### config.mk
export PLATFORM = sky130hd
export DESIGN_NAME = rs_syndrome_flat
export DESIGN_NICKNAME = d
export VERILOG_FILES = /design/src/rtl/rs_gf16_pkg.sv /design/src/rtl/rs_syndrome_if.sv /design/src/rtl/gf16_mul_const.sv /design/src/rtl/rs_syndrome.sv /design/src/flat_wrapper.sv
export SDC_FILE = /design/constraint.sdc
export NUM_CORES = 1
export LEC_CHECK = 0
export BUFFER_PORTS_ARGS = -buffer_cell sky130_fd_sc_hd__buf_2
export CORE_MARGIN = 2
export CORE_UTILIZATION = 30
export DETAILED_ROUTE_END_ITERATION = 6
export GPL_TIMING_DRIVEN = 0
export PLACE_DENSITY = 0.56
export SYNTH_ARGS = -nofsm -noshare
export SYNTH_HDL_FRONTEND = slang
export SYNTH_SLANG_ARGS = --single-unit
### constraint.sdc
create_clock -name sys_clk -period 1.1 [get_ports sys_clk]
set_input_delay 0.055 -clock sys_clk [delete_from_list [all_inputs] [get_ports sys_clk]]
set_output_delay 0.055 -clock sys_clk [all_outputs]
set_load 0.02 [all_outputs]
### src/rtl/rs_gf16_pkg.sv
// Shared GF(2^4) constants, alpha power table and types for the RS(15,11) syndrome block.
package rs_gf16_pkg;

    localparam int unsigned SYMW = 4;
    localparam int unsigned N    = 15;
    localparam int unsigned K    = 11;
    localparam int unsigned NSYM = N - K;
    localparam logic [4:0]  POLY = 5'h13;

    // Builds alpha^0..alpha^14 packed LSB-first, reducing by x^4+x+1 at each doubling.
    function automatic logic [N*SYMW-1:0] build_alpha_tbl();
        logic [4:0]          v;
        logic [N*SYMW-1:0]   t;
        v = 5'h01;
        t = '0;
        for (int unsigned i = 0; i < N; i++) begin
            t[i*SYMW +: SYMW] = v[SYMW-1:0];
            v = {v[SYMW-1:0], 1'b0};
            if (v[SYMW]) begin
                v = v ^ POLY;
            end
        end
        return t;
    endfunction

    localparam logic [N*SYMW-1:0] ALPHA_TBL = build_alpha_tbl();

    // alpha^e for any non-negative exponent; the multiplicative group has order 15.
    function automatic logic [SYMW-1:0] alpha_pow(input int unsigned e);
        return ALPHA_TBL[(e % N)*SYMW +: SYMW];
    endfunction

    typedef enum logic {
        ST_ACCUM = 1'b0,
        ST_HOLD  = 1'b1
    } state_e;

    // Syndrome set as presented to the consumer, S1 in the low nibble.
    typedef struct packed {
        logic [SYMW-1:0] s4;
        logic [SYMW-1:0] s3;
        logic [SYMW-1:0] s2;
        logic [SYMW-1:0] s1;
    } synd_t;

endpackage

### src/rtl/rs_syndrome_if.sv
// Symbol-in / syndrome-out valid-ready bus of the syndrome calculator.
interface rs_syndrome_if;
    import rs_gf16_pkg::*;

    logic                 in_valid;
    logic                 in_ready;
    logic [SYMW-1:0]      in_data;
    logic                 out_valid;
    logic                 out_ready;
    synd_t                out_syndromes;
    logic                 out_error;

    modport master (
        output in_valid, in_data, out_ready,
        input  in_ready, out_valid, out_syndromes, out_error
    );

    modport slave (
        input  in_valid, in_data, out_ready,
        output in_ready, out_valid, out_syndromes, out_error
    );

endinterface

### src/rtl/gf16_mul_const.sv
// Multiply a GF(2^4) symbol by the constant alpha^EXP; pure XOR network.
module gf16_mul_const
    import rs_gf16_pkg::*;
#(
    parameter int unsigned EXP = 1
) (
    input  logic [SYMW-1:0] a_i,
    output logic [SYMW-1:0] prod_o
);

    // Each set input bit x^i contributes the constant column alpha^(EXP+i).
    always_comb begin
        prod_o = '0;
        for (int unsigned i = 0; i < SYMW; i++) begin
            if (a_i[i]) begin
                prod_o = prod_o ^ alpha_pow(EXP + i);
            end
        end
    end

endmodule

### src/rtl/rs_syndrome.sv
// RS(15,11) syndrome calculator: Horner accumulation of S1..S4 over 15 symbols, then hold.
module rs_syndrome #(
    parameter int unsigned SYMW = 4,
    parameter int unsigned NSYM = 4
) (
    input  logic           sys_clk,
    input  logic           sys_rst_n,
    rs_syndrome_if.slave   bus
);
    import rs_gf16_pkg::state_e;
    import rs_gf16_pkg::ST_ACCUM;
    import rs_gf16_pkg::ST_HOLD;
    import rs_gf16_pkg::N;

    localparam int unsigned CNTW     = 4;
    localparam logic [CNTW-1:0] CNT_LAST = CNTW'(N - 1);

    state_e              state_q, state_d;
    logic [CNTW-1:0]     cnt_q, cnt_d;
    logic [SYMW-1:0]     acc_q [NSYM];
    logic [SYMW-1:0]     acc_d [NSYM];
    logic [SYMW-1:0]     mul_w [NSYM];
    logic [NSYM*SYMW-1:0] synd_flat;

    // One constant multiplier per syndrome: S_j * alpha^j.
    for (genvar j = 0; j < NSYM; j++) begin : g_mul
        gf16_mul_const #(.EXP(j + 1)) u_mul (
            .a_i    (acc_q[j]),
            .prod_o (mul_w[j])
        );
    end

    // State, symbol counter and accumulator registers.
    always_ff @(posedge sys_clk or negedge sys_rst_n) begin
        if (!sys_rst_n) begin
            state_q <= ST_ACCUM;
            cnt_q   <= '0;
            for (int unsigned j = 0; j < NSYM; j++) begin
                acc_q[j] <= '0;
            end
        end else begin
            state_q <= state_d;
            cnt_q   <= cnt_d;
            acc_q   <= acc_d;
        end
    end

    // Next state: accumulate on each accepted symbol, hold the result until it is taken.
    always_comb begin
        state_d = state_q;
        cnt_d   = cnt_q;
        acc_d   = acc_q;
        case (state_q)
            ST_ACCUM: begin
                if (bus.in_valid) begin
                    for (int unsigned j = 0; j < NSYM; j++) begin
                        acc_d[j] = mul_w[j] ^ bus.in_data;
                    end
                    if (cnt_q == CNT_LAST) begin
                        cnt_d   = '0;
                        state_d = ST_HOLD;
                    end else begin
                        cnt_d = cnt_q + CNTW'(1);
                    end
                end
            end
            ST_HOLD: begin
                if (bus.out_ready) begin
                    for (int unsigned j = 0; j < NSYM; j++) begin
                        acc_d[j] = '0;
                    end
                    state_d = ST_ACCUM;
                end
            end
            default: begin
                state_d = ST_ACCUM;
            end
        endcase
    end

    // Outputs decoded purely from registers; no input reaches them combinationally.
    always_comb begin
        synd_flat = '0;
        for (int unsigned j = 0; j < NSYM; j++) begin
            synd_flat[j*SYMW +: SYMW] = acc_q[j];
        end
        bus.in_ready      = (state_q == ST_ACCUM);
        bus.out_valid     = (state_q == ST_HOLD);
        bus.out_syndromes = synd_flat;
        bus.out_error     = |synd_flat;
    end

endmodule

### src/flat_wrapper.sv
// flat-port wrapper written by rule: the top's interface ports become plain ports
module rs_syndrome_flat import rs_gf16_pkg::state_e; import rs_gf16_pkg::ST_ACCUM; import rs_gf16_pkg::ST_HOLD; import rs_gf16_pkg::N;
#(
    parameter int unsigned SYMW = 4,
    parameter int unsigned NSYM = 4
)
  (sys_clk, sys_rst_n, bus_in_valid, bus_in_data, bus_out_ready, bus_in_ready, bus_out_valid, bus_out_syndromes, bus_out_error);
  rs_syndrome_if bus_i ();
  input  logic sys_clk;
  input  logic sys_rst_n;
  input wire logic [$bits(bus_i.in_valid)-1:0] bus_in_valid;
  input wire logic [$bits(bus_i.in_data)-1:0] bus_in_data;
  input wire logic [$bits(bus_i.out_ready)-1:0] bus_out_ready;
  output wire logic [$bits(bus_i.in_ready)-1:0] bus_in_ready;
  output wire logic [$bits(bus_i.out_valid)-1:0] bus_out_valid;
  output wire logic [$bits(bus_i.out_syndromes)-1:0] bus_out_syndromes;
  output wire logic [$bits(bus_i.out_error)-1:0] bus_out_error;
  assign bus_i.in_valid = bus_in_valid;
  assign bus_i.in_data = bus_in_data;
  assign bus_i.out_ready = bus_out_ready;
  assign bus_in_ready = bus_i.in_ready;
  assign bus_out_valid = bus_i.out_valid;
  assign bus_out_syndromes = bus_i.out_syndromes;
  assign bus_out_error = bus_i.out_error;
  rs_syndrome #(.SYMW(SYMW), .NSYM(NSYM)) u_core (.sys_clk(sys_clk), .sys_rst_n(sys_rst_n), .bus(bus_i));
endmodule
* After elaboration in Yosys (flattened, before gate mapping) *
Cells that the tools add are included.
Widths: inputs -> output; s select.

storage, ports and cells
  register bits = 21
  bits in latches = 0
  RAM bits = 0
  memory bits (read-only) = 0
  input bits = 8
  output and inout port bits = 19
  logic and storage cells = 54
  memories = 0

cells by class
  $add $sub $neg = 1
  multiply operators = 0
  divide/modulo/power cells = 0
  magnitude comparators = 0
  equal/unequal tests = 3
  shifts and indexed selects = 0
  mux-type cells = 24
  bitwise operators = 17
  reduce and logical (&&, ||, !) cells = 3

operator list
  operator             number
  $mux 16              2
  $pmux 16 s2          1
  $mux 4               7
  $reduce_or 16->1     1
  $xor 4x4->4          4
  $mux 3               5
  $not 2->2            7
  $mux 2               5
  $add 4x1->4 const B  1
  $eq 4x4->1 const B   1
  $ne 2x2->1 const B   2
  $reduce_and 2->1     2
  $mux 1               3
  $not 1->1 const A    3
  $not 3->3            1
  $not 1->2            1
  $pmux 1 s2           1
  $not 1->1            1

* Longest topological paths before layout *
Gate-level depths: netlist (run 1).

  depth after elaboration = 10
  gate-level depth with buffers = 5
  depth with buffers taken out = 5

* By module *
From an unflattened synthesis (run 1), not the netlist that was laid out.

second synthesis, totals
  cell total of the unflattened synthesis = 116
  area, all modules = 1189.9 µm²

modules (own cells, without submodules)
  module                                  times used  cells an instance  area an instance (µm²)  sequential area each (µm²)
  rs_syndrome                             1           100                1042.2                  525.5
  gf16_mul_const (u_core.g_mul[3].u_mul)  1           4                  50.0                    0.0
  gf16_mul_const (u_core.g_mul[2].u_mul)  1           4                  33.8                    0.0
  gf16_mul_const (u_core.g_mul[1].u_mul)  1           4                  32.5                    0.0
  gf16_mul_const (u_core.g_mul[0].u_mul)  1           4                  31.3                    0.0

* Worst setup path before layout (run 1) *
No wires, ideal clock.

  kind = register to register
  start = register u_core.acc_q, in the netlist u_core.bus.out_syndromes[13]
  end = register u_core.acc_q, in the netlist u_core.bus.out_syndromes[13]
  data arrival time = 1244 ps
  required time = 979 ps
  path slack = -265 ps
  cell stages (with the launch flop) = 6
  period minus slack after synthesis = 1365 ps
  cell sequence = dfrtp_1 inv_1 ha_1 xnor2_1 xnor2_1 a22o_1

on the way
  word-level cells in the longest chain between the ends = 7

ends and longest elaborated chain
  item                              line                  text
  start: declaration                rs_syndrome.sv:20     logic [SYMW-1:0] acc_q [NSYM];
  start signal: indexed assignment  rs_syndrome.sv:39     acc_q[j] <= '0;
  start signal: assignment          rs_syndrome.sv:44     acc_q <= acc_d;
  $mux 3 *                          gf16_mul_const.sv:15  if (a_i[i]) begin
  $mux 4 *                          gf16_mul_const.sv:15
  $not 3->3 (no source line)        -
  $mux 4 *                          gf16_mul_const.sv:15
  $xor 4x4->4 *                     rs_syndrome.sv:57     acc_d[j] = mul_w[j] ^ bus.in_data;
  $mux 16 *                         rs_syndrome.sv:55     if (bus.in_valid) begin
  $pmux 16 s2 *                     rs_syndrome.sv:53     case (state_q)

Every way passes the cells marked *; elsewhere a longest branch is shown, timed or not. The select of a mux whose other input is x is not followed.
A chain may end at the register's enable or synchronous reset.

* Worst setup path after layout (run 1) *
  start = register u_core.acc_q, in the netlist u_core.bus.out_syndromes[6]
  end = output bus_out_error

on the way
  word-level cells in the longest chain between the ends = 1

ends and longest elaborated chain
  item              line                text
  $reduce_or 16->1  rs_syndrome.sv:90   bus.out_error = |synd_flat;
  end: declaration  flat_wrapper.sv:17  output wire logic [$bits(bus_i.out_error)-1:0] bus_out_error;

Every way passes these cells.

==> metrics, run 1 <==
die width=65.5 um; fin. max-slew vios=0; wl on met1=1350 um; post-synth top area share=0.464; clock latency on the worst-skew pair=0.26 ns; Crit Path Category=reg -> out; initial drt markers=16; final core utilization=0.485; share of cells above drive strength 1=0.638; pre-CTS setup slack=-0.183 ns; Crit. End Element=output pin; Wirelength per Cell=14.8 um; vias=1010; flop2flop setup slack=-0.20 ns; Synth Cell Area=1130 um2; Synth area leaders=dfrtp_1 (46%), xnor2_1 (14%), o21ai_0 (4.9%); routability cong.=0.771; Post-Syn Instances=117; Final Non-Filler Cells=208; post-synthesis adder-cell area fraction=0.0442; Starting Density=0.312; Final min period=1.36 ns; CTS tree=done; Post-Route WL=3080 um; max cap viols=0; initial antenna violation count=0; vias per cell=4.86; HP Start=bus_out_ready; port bufs=23; final layout net count=173; final worst setup slack=-0.259 ns; Die Y=65.5 um; Post-Synth Simple-Gate Area=0.119; failing checks=setup timing; DRC Markers=0; die area=4290 um2; largest family of logic cells by synthesized area=XOR/XNOR gates; DP HPWL=1930 um; row cnt=22; Max Clk Rate=736 MHz; clk slew on worst S/H paths=0.07 ns; metal3 WL=87 um; Hold Slack=0.0648 ns; ANT nets after route=0; unique cell type count in the Yosys netlist=28; cell area after layout=1760 um2; first-pass GRT wire length=4600 um; Filler Cell Count=356; XOR/XNOR share of the synthesized area=0.147; register area=539 um2; RR Startpoint=u_core.bus.out_valid; syn_area_per_cell=9.69 um2; clk sinks=21; diode count=0; Overflow after GRT=0; CP arrival=1.30 ns; Area Growth Syn to Fin=55.5%; final number of hold-violating endpoints=0; num ports=27; period utilization=1.24; Min-Delay Path Class=in -> reg; complex-gate fraction of the synthesized area=0.135; Max Fanout on Critical Path=3; commonest non-fill, non-tap cell in the layout=buf_2; crit path from=u_core.bus.out_syndromes[6]; status=finished, violations left; most frequent cells in the layout=buf_2 (22), xnor2_1 (17), dfrtp_2 (11); Setup violations, final=21; CP Launch Type=flip-flop; first-pass detailed-route iteration total=2; syn nets=129; CTS Buffer Depth=2; #FFs+latches synth=21; CTS Buf Count=3; sequential cell area fraction in the yosys report=0.464; Lkg Pwr=0.000747 uW; CORE AREA=3630 um2; root buffer cell=clkbuf_8; DR WL met2=1580 um; gr usage total=0.143; synthesis warning total=0; Worst Clk Skew=0.00102 ns; Slew @ Worst Pin=0.497 ns; largest area contributor in the netlist=dfrtp_1; largest net degree at the start of global routing=22; RSZ-0062 raised after global routing=true; H-Tree Depth=1; dpl cells=188; Multi-input gate area=737 um2; area post-placement=1360 um2; peak supply drop=0.744 mV; vias in the first global route=974; multiplexer share of the synthesized area=0.0188; pwr/cell area=2810 nW/um2; Slew HR=0.669; uppermost layer routed=met4; CP Data Required Time=1.04 ns
## worst max-delay path, stage by stage, from the launching register on
cell	delay, ns
dfrtp_2	0.43
inv_2	0.08
ha_4	0.12
and4b_1	0.20
nand3_2	0.07
buf_6	0.14
## synth_stat cells
cell and n:
inv_1 11, and4b_1 1, nand3b_1 1, mux2_1 1, clkbuf_2 2, nand4_1 1, nor2_1 2, ha_1 4
nor2b_1 1, buf_6 1, o31ai_1 2, nand3_1 2, nand2b_1 1, a21boi_0 1, dfrtp_1 21, o21ai_1 2
a22o_1 1, xnor2_1 18, nor4_1 1, mux2i_1 1, buf_2 4, a21oi_1 5, o21ai_0 11, nor4b_1 1
or3_1 4, o22ai_1 5, xor2_1 1, nand2_1 11
## power by group
group | switching (uW) | leakage (uW) | internal, uW
Clock | 247 | 0.0000228 | 258
Combinational | 1390 | 0.000478 | 1420
Sequential | 478 | 0.000246 | 1150
## per-layer routing
metal  GRT usage  up-vias
met3      0.0257        6
met5           0        -
met1       0.182      498
met2       0.233       21
li1            -      485
met4      0.0677        0
## sequential cells by signal, indices dropped and copies added (netlist names)
name,flops
u_core.bus.out_valid,1
u_core.cnt_q,4
u_core.bus.out_syndromes,16
## final cells by class
class                   count  share of cell area
plain buffers               6              0.0277
clock buffers               4              0.0256
well taps                  48              0.0341
multi-input cells          78               0.418
repair buffers             40               0.164
inverters                  11              0.0248
flip-flops and latches     21               0.306
## timing repair
action,CTS,global route
endpoints found under the hold margin,21,0
setup buffers,7,8
pin swaps,3,7
setup endpoints to repair,19,23
gates cloned,0,1
hold buffers,1,0
resized for setup,31,38
## per-stage QoR
step / TNS, ns / total power, uW
after floorplan: -0.586 / 3030
after global placement: -0.918 / 3560
after detailed placement: -1.05 / 3620
after CTS: -0.856 / 4490
after global routing: -3.00 / 5330
final: -2.08 / 4950
## cell families after synthesis
logic type | after synthesis
AOI/OAI and AO/OA | 27
and+or+nand+nor | 26
DFF | 21
xor gates and xnor gates | 19
buffers and inverters | 18
adders and majority gates | 4
muxes | 2
## final timing paths
kind | end | cells after the start
worst min-delay path | u_core.bus.out_valid | 2
max in group asynchronous | u_core.bus.out_syndromes[15] | 2
worst max-delay path | bus_out_error | 5
worst min register to register | u_core.cnt_q[2] | 1
min in group asynchronous | u_core.bus.out_syndromes[12] | 2
worst max register to register | u_core.bus.out_syndromes[14] | 4
No activity file was read; power rests on OpenSTA's default activity.
==> inputs of run 2 (changes only) <==
--- a/config.mk
+++ b/config.mk
@@ -11,6 +11,7 @@
 export DETAILED_ROUTE_END_ITERATION = 6
 export GPL_TIMING_DRIVEN = 0
 export PLACE_DENSITY = 0.56
+export RECOVER_POWER = 100
 export SYNTH_ARGS = -nofsm -noshare
 export SYNTH_HDL_FRONTEND = slang
 export SYNTH_SLANG_ARGS = --single-unit
==> run 2 against run 1 <==
Net effect: the flow still finishes with violations (setup timing); clock-buffer cell count did not move; clock power hardly changed; clock skew unchanged; register-to-register slack got worse by 0.04 ns; cell area down 0.28%; total power is 0.24% lower.
==> metrics, run 2 (same netlist as run 1, synthesis figures left out) <==
Final Non-Filler Cells=208 (unchanged); clk sinks=21 (unchanged); most frequent cells in the layout=buf_2 (18), xnor2_1 (17), dfrtp_1 (11) (was buf_2 (22), xnor2_1 (17), dfrtp_2 (11)); max cap viols=0 (unchanged); port bufs=23 (unchanged); Lkg Pwr=0.000740 uW (was 0.000747 uW); final layout net count=173 (unchanged); Crit Path Category=reg -> out (unchanged); Largest register FFs=16 (unchanged); Crit-path slowest cell=dfrtp_2 (unchanged); GR peak layer=met2 (unchanged); H-Tree Depth=1 (unchanged); vias=1010 (unchanged); num ports=27 (unchanged); HP Start=bus_out_ready (unchanged); Post-Route WL=3090 um (was 3080 um); vias in the first global route=974 (unchanged); clk slew on worst S/H paths=0.07 ns (about the same); CP delay by family, top=flip-flops (unchanged); Overflow after GRT=0 (unchanged); Worst Hold Depth=2 (unchanged); met3 usage=0.0257 (unchanged); Worst Clk Skew=0.00102 ns (unchanged); DP HPWL=1930 um (unchanged); share of cells above drive strength 1=0.613 (was 0.638); status=finished, violations left (unchanged); Crit. End Element=output pin (unchanged); period utilization=1.24 (about the same); Wirelength per Cell=14.9 um (was 14.8 um); commonest non-fill, non-tap cell in the layout=buf_2 (unchanged); switching part of the total=0.429 (was 0.428); final number of hold-violating endpoints=0 (unchanged); Setup violations, final=23 (was 21); NetSw=2120 uW (about the same); Slew @ Worst Pin=0.552 ns (was 0.497 ns); critical-path cell list=inv_2 > ha_4 > and4b_1 > nand3_2 > buf_6 (unchanged); CTS Buf Count=3 (unchanged); Filler Cell Count=353 (was 356); met2 usage in global routing=0.233 (unchanged); Max Clk Rate=734 MHz (was 736 MHz); failing checks=setup timing (unchanged); Starting Density=0.312 (unchanged); root buffer cell=clkbuf_8 (unchanged); largest net degree at the start of global routing=22 (unchanged); Min-Delay Path Class=in -> reg (unchanged); Tot Pwr=4940 uW (was 4950 uW); sequential share of power=0.330 (was 0.329); combinational fraction of design power=0.567 (was 0.569); sum of buffers and inverters on the critical path=2 (unchanged); RSZ-0062 raised after global routing=true (unchanged); Die Y=65.5 um (unchanged); max incr delay on CP=0.43 ns (about the same); final worst setup slack=-0.262 ns (was -0.259 ns); P_int=2820 uW (was 2830 uW); CP Launch Type=flip-flop (unchanged); flop2flop setup slack=-0.24 ns (was -0.20 ns); pwr/cell area=2810 nW/um2 (about the same); GR Util met1=0.182 (unchanged); gr usage total=0.143 (unchanged); CTS tree=done (unchanged); peak supply drop=0.743 mV (was 0.744 mV); cells on worst reg2reg path=4 (unchanged); Slew HR=0.632 (was 0.669); CP Data Required Time=1.04 ns (about the same); row cnt=22 (unchanged); clock power share=0.102 (about the same); Max Fanout on Critical Path=3 (unchanged); initial antenna violation count=0 (unchanged); CORE AREA=3630 um2 (unchanged); initial drt markers=18 (was 16); clock latency on the worst-skew pair=0.26 ns (about the same); fin. max-slew vios=0 (unchanged); ANT nets after route=0 (unchanged); diode count=0 (unchanged); die area=4290 um2 (unchanged); dpl cells=188 (unchanged); CP arrival=1.31 ns (was 1.30 ns); worst reg2reg endpoint=u_core.bus.out_syndromes[14] (unchanged); DRC Markers=0 (unchanged); Worst Hold Path EP=u_core.bus.out_valid (unchanged); first-pass GRT wire length=4600 um (unchanged); vias per cell=4.86 (unchanged); Final min period=1.36 ns (about the same); first-pass detailed-route iteration total=2 (unchanged); RR Startpoint=u_core.bus.out_valid (unchanged); die width=65.5 um (unchanged); CTS Buffer Depth=2 (unchanged); Area Growth Syn to Fin=55.1% (was 55.5%); routability cong.=0.771 (unchanged)
run 2: metal layers:
| metal | part of all wire | up-vias | wire, um |
|---|---|---|---|
| met5 | 0 | - | 0 |
| met4 | 0.021 | 0 | 65 |
| met3 | 0.029 | 6 | 89 |
| met2 | 0.51 | 21 | 1580 |
| met1 | 0.44 | 498 | 1360 |
| li1 | - | 485 | - |
run 2: final cells by class:
| class | instances | area, um2 | share of cell area |
|---|---|---|---|
| plain buffers | 6 | 48.8 | 0.0278 |
| multi-input cells | 78 | 737 | 0.419 |
| repair buffers | 40 | 285 | 0.162 |
| flip-flops and latches | 21 | 538 | 0.306 |
| clock buffers | 4 | 45.0 | 0.0256 |
| inverters | 11 | 43.8 | 0.0249 |
| well taps | 48 | 60.1 | 0.0342 |
run 2: power by group through the flow:
| stage | logic, uW | registers (uW) | clock network, uW |
|---|---|---|---|
| floorplan | 1180 | 1850 | 0 |
| detailed placement | 2040 | 1580 | 0 |
| global route | 3060 | 1690 | 563 |
| global placement | 2010 | 1550 | 0 |
| CTS | 2390 | 1570 | 534 |
| finish | 2800 | 1630 | 505 |
run 2: how the worst max path moves through the flow:
stage	start	to	slack, ns	cells after the start
global route	u_core.bus.out_syndromes[6]	bus_out_error	-0.33	5
global placement	u_core.bus.out_valid	u_core.cnt_q[3]	-0.16	4
floorplan	u_core.bus.out_syndromes[13]	u_core.bus.out_syndromes[13]	-0.16	5
detailed placement	u_core.bus.out_valid	u_core.cnt_q[3]	-0.18	4
CTS	u_core.bus.out_syndromes[15]	bus_out_error	-0.29	5
finish	u_core.bus.out_syndromes[6]	bus_out_error	-0.26	5
run 2: stage by stage:
step                area (um2)  hold slack, ns  setup TNS, ns  worst slack, ns  utilization
floorplan                 1190          -0.241         -0.586           -0.163            -
global placement          1360          0.0451         -0.918           -0.160        0.375
detailed placement        1360          0.0530          -1.05           -0.183        0.375
CTS                       1560          0.0360         -0.856           -0.292        0.429
global route              1760          0.0612          -4.68           -0.330        0.484
finish                    1760          0.0684          -3.56           -0.262        0.484
run 2: what timing repair did:
item | CTS | global route
pin swaps | 3 | 7
gates resized for setup | 31 | 38
setup endpoints to repair | 19 | 23
hold buffers | 1 | 0
hold endpoints to repair | 21 | 0
setup buffers | 7 | 8
gates cloned | 0 | 1
==> inputs of run 3 (changes only) <==
==> constraint.sdc (replaced) <==
create_clock -name sys_clk -period 1.1 [get_ports sys_clk]
set_input_delay 0.055 -clock sys_clk [delete_from_list [all_inputs] [get_ports sys_clk]]
set_output_delay 0.055 -clock sys_clk [all_outputs]
set_load 0.005 [all_outputs]
==> run 3 against run 2 <==
Net effect: the run still ends with setup timing left; critical endpoint unchanged; critical path type unchanged; largest cell class unchanged; register-to-register slack better by 0.05 ns; via count down 1.2%; wire length down 3.8%; clock skew grew 0.00085 ns; non-clock buffer count is 3 higher; largest power group unchanged.
==> metrics, run 3 (same netlist as run 1, synthesis figures left out) <==
critical-path cell list=inv_2 > ha_4 > and4b_1 > nand3_1 > buf_2 (was inv_2 > ha_4 > and4b_1 > nand3_2 > buf_6); CP arrival=1.27 ns (was 1.31 ns); fin. max-slew vios=0 (unchanged); root buffer cell=clkbuf_8 (unchanged); routability cong.=0.744 (was 0.771); port bufs=23 (unchanged); diode count=0 (unchanged); failing checks=setup timing (unchanged); die width=65.5 um (unchanged); initial drt markers=33 (was 18); Tot Pwr=4590 uW (was 4940 uW); final worst setup slack=-0.229 ns (was -0.262 ns); most frequent cells in the layout=buf_2 (22), dfrtp_1 (20), xnor2_1 (16), buf_4 (13), buf_6 (10) (was buf_2 (18), xnor2_1 (17), dfrtp_1 (11)); Post-Route WL=2970 um (was 3090 um); Final min period=1.33 ns (was 1.36 ns); initial antenna violation count=0 (unchanged); clk slew on worst S/H paths=0.08 ns (was 0.07 ns); Slew @ Worst Pin=0.541 ns (was 0.552 ns); DRC Markers=0 (unchanged); gr usage total=0.148 (was 0.143); metal3 WL=72 um (was 89 um); largest net degree at the start of global routing=22 (unchanged); CP Data Required Time=1.04 ns (about the same); row cnt=22 (unchanged); Overflow after GRT=0 (unchanged); Min-Delay Path Class=in -> reg (unchanged); wl on met1=1360 um (about the same); Slew HR=0.640 (was 0.632); status=finished, violations left (unchanged); max cap viols=0 (unchanged); num ports=27 (unchanged); pwr/cell area=2650 nW/um2 (was 2810 nW/um2); final layout net count=176 (was 173); Crit-path slowest cell=dfrtp_1 (was dfrtp_2); CTS tree=done (unchanged); Wirelength per Cell=14.1 um (was 14.9 um); CTS Buffer Depth=2 (unchanged); pre-CTS setup slack=-0.214 ns (was -0.183 ns); ANT nets after route=0 (unchanged); uppermost layer routed=met4 (unchanged); clock latency on the worst-skew pair=0.25 ns (was 0.26 ns); max incr delay on CP=0.41 ns (was 0.43 ns); share of cells above drive strength 1=0.564 (was 0.613); CORE AREA=3630 um2 (unchanged); Lkg Pwr=0.000765 uW (was 0.000740 uW); period utilization=1.21 (was 1.24); die area=4290 um2 (unchanged); Starting Density=0.312 (unchanged); DP HPWL=1940 um (was 1930 um); CTS Buf Count=3 (unchanged); vias per cell=4.73 (was 4.86); H-Tree Depth=1 (unchanged); RSZ-0062 raised after global routing=true (unchanged); first-pass GRT wire length=4840 um (was 4600 um); Worst Clk Skew=0.00187 ns (was 0.00102 ns); vias=998 (was 1010); Setup violations, final=20 (was 23); DR WL met2=1520 um (was 1580 um); Max Fanout on Critical Path=2 (was 3); first-pass detailed-route iteration total=4 (was 2); Crit Path Category=reg -> out (unchanged); Max Clk Rate=753 MHz (was 734 MHz); commonest non-fill, non-tap cell in the layout=buf_2 (unchanged); Area Growth Syn to Fin=52.9% (was 55.1%); final number of hold-violating endpoints=0 (unchanged); Die Y=65.5 um (unchanged); clk sinks=21 (unchanged); Largest register FFs=16 (unchanged); Crit. End Element=output pin (unchanged); vias in the first global route=987 (was 974); CP Launch Type=flip-flop (unchanged); peak supply drop=0.758 mV (was 0.743 mV)
## run 3: changes by cell type in the layout (fill, tap and decap cells not counted), sizes merged
cell    previous run  this run
clkbuf            10         7
buf               39        45
## run 3: cell type report
cell class | count | area [um2]
multi-input cells | 78 | 712
inverters | 11 | 43.8
well taps | 48 | 60.1
repair buffers | 42 | 289
plain buffers | 7 | 56.3
clock buffers | 4 | 45.0
fillers | 332 | 1900
flip-flops and latches | 21 | 527
## run 3: per-layer routing
metal,GRT usage,vias up
met1,0.199,487
li1,-,493
met2,0.249,16
met4,0.0469,0
met3,0.0137,2
met5,0,-
## run 3: critical path: cells and delay by family, from the launching register on
| family | cells | cell delay (ns) |
|---|---|---|
| adders and majority gates | 1 | 0.13 |
| buffers and inverters | 2 | 0.22 |
| DFF | 1 | 0.41 |
| and+or+nand+nor | 2 | 0.27 |
## run 3: power by group
group / internal [uW] / switching, uW
clock network: 258 / 248
registers: 1120 / 442
logic: 1450 / 1080
## run 3: final timing paths
kind	from	end	slack, ns	cells past startpoint
max in group asynchronous	sys_rst_n	u_core.bus.out_syndromes[8]	0.41	2
hold / removal	bus_out_ready	u_core.bus.out_valid	0.05	2
setup reg to reg	u_core.bus.out_valid	u_core.bus.out_syndromes[11]	-0.19	5
hold reg to reg	u_core.cnt_q[2]	u_core.cnt_q[2]	0.57	1
min in group asynchronous	sys_rst_n	u_core.bus.out_syndromes[4]	0.30	2
setup / recovery	u_core.bus.out_syndromes[7]	bus_out_error	-0.23	5
## run 3: through the flow
step | cell area (um2) | utilization | hold WS (ns) | cells | TNS (ns)
finish | 1730 | 0.477 | 0.0535 | 211 | -2.23
global route | 1730 | 0.477 | 0.0614 | 211 | -3.53
CTS | 1550 | 0.425 | 0.0420 | 205 | -1.27
detailed placement | 1320 | 0.362 | 0.0457 | 188 | -2.38
global placement | 1320 | 0.362 | 0.0386 | 188 | -2.16
floorplan | 1140 | - | -0.241 | 117 | -0.421
## run 3: what timing repair did
item / CTS / global route
resized for setup: 35 / 36
setup buffers: 11 / 6
pin swaps: 7 / 8
gates cloned: 1 / 0
setup endpoints to repair: 21 / 23
hold endpoints to repair: 21 / 0
hold buffers: 1 / 0
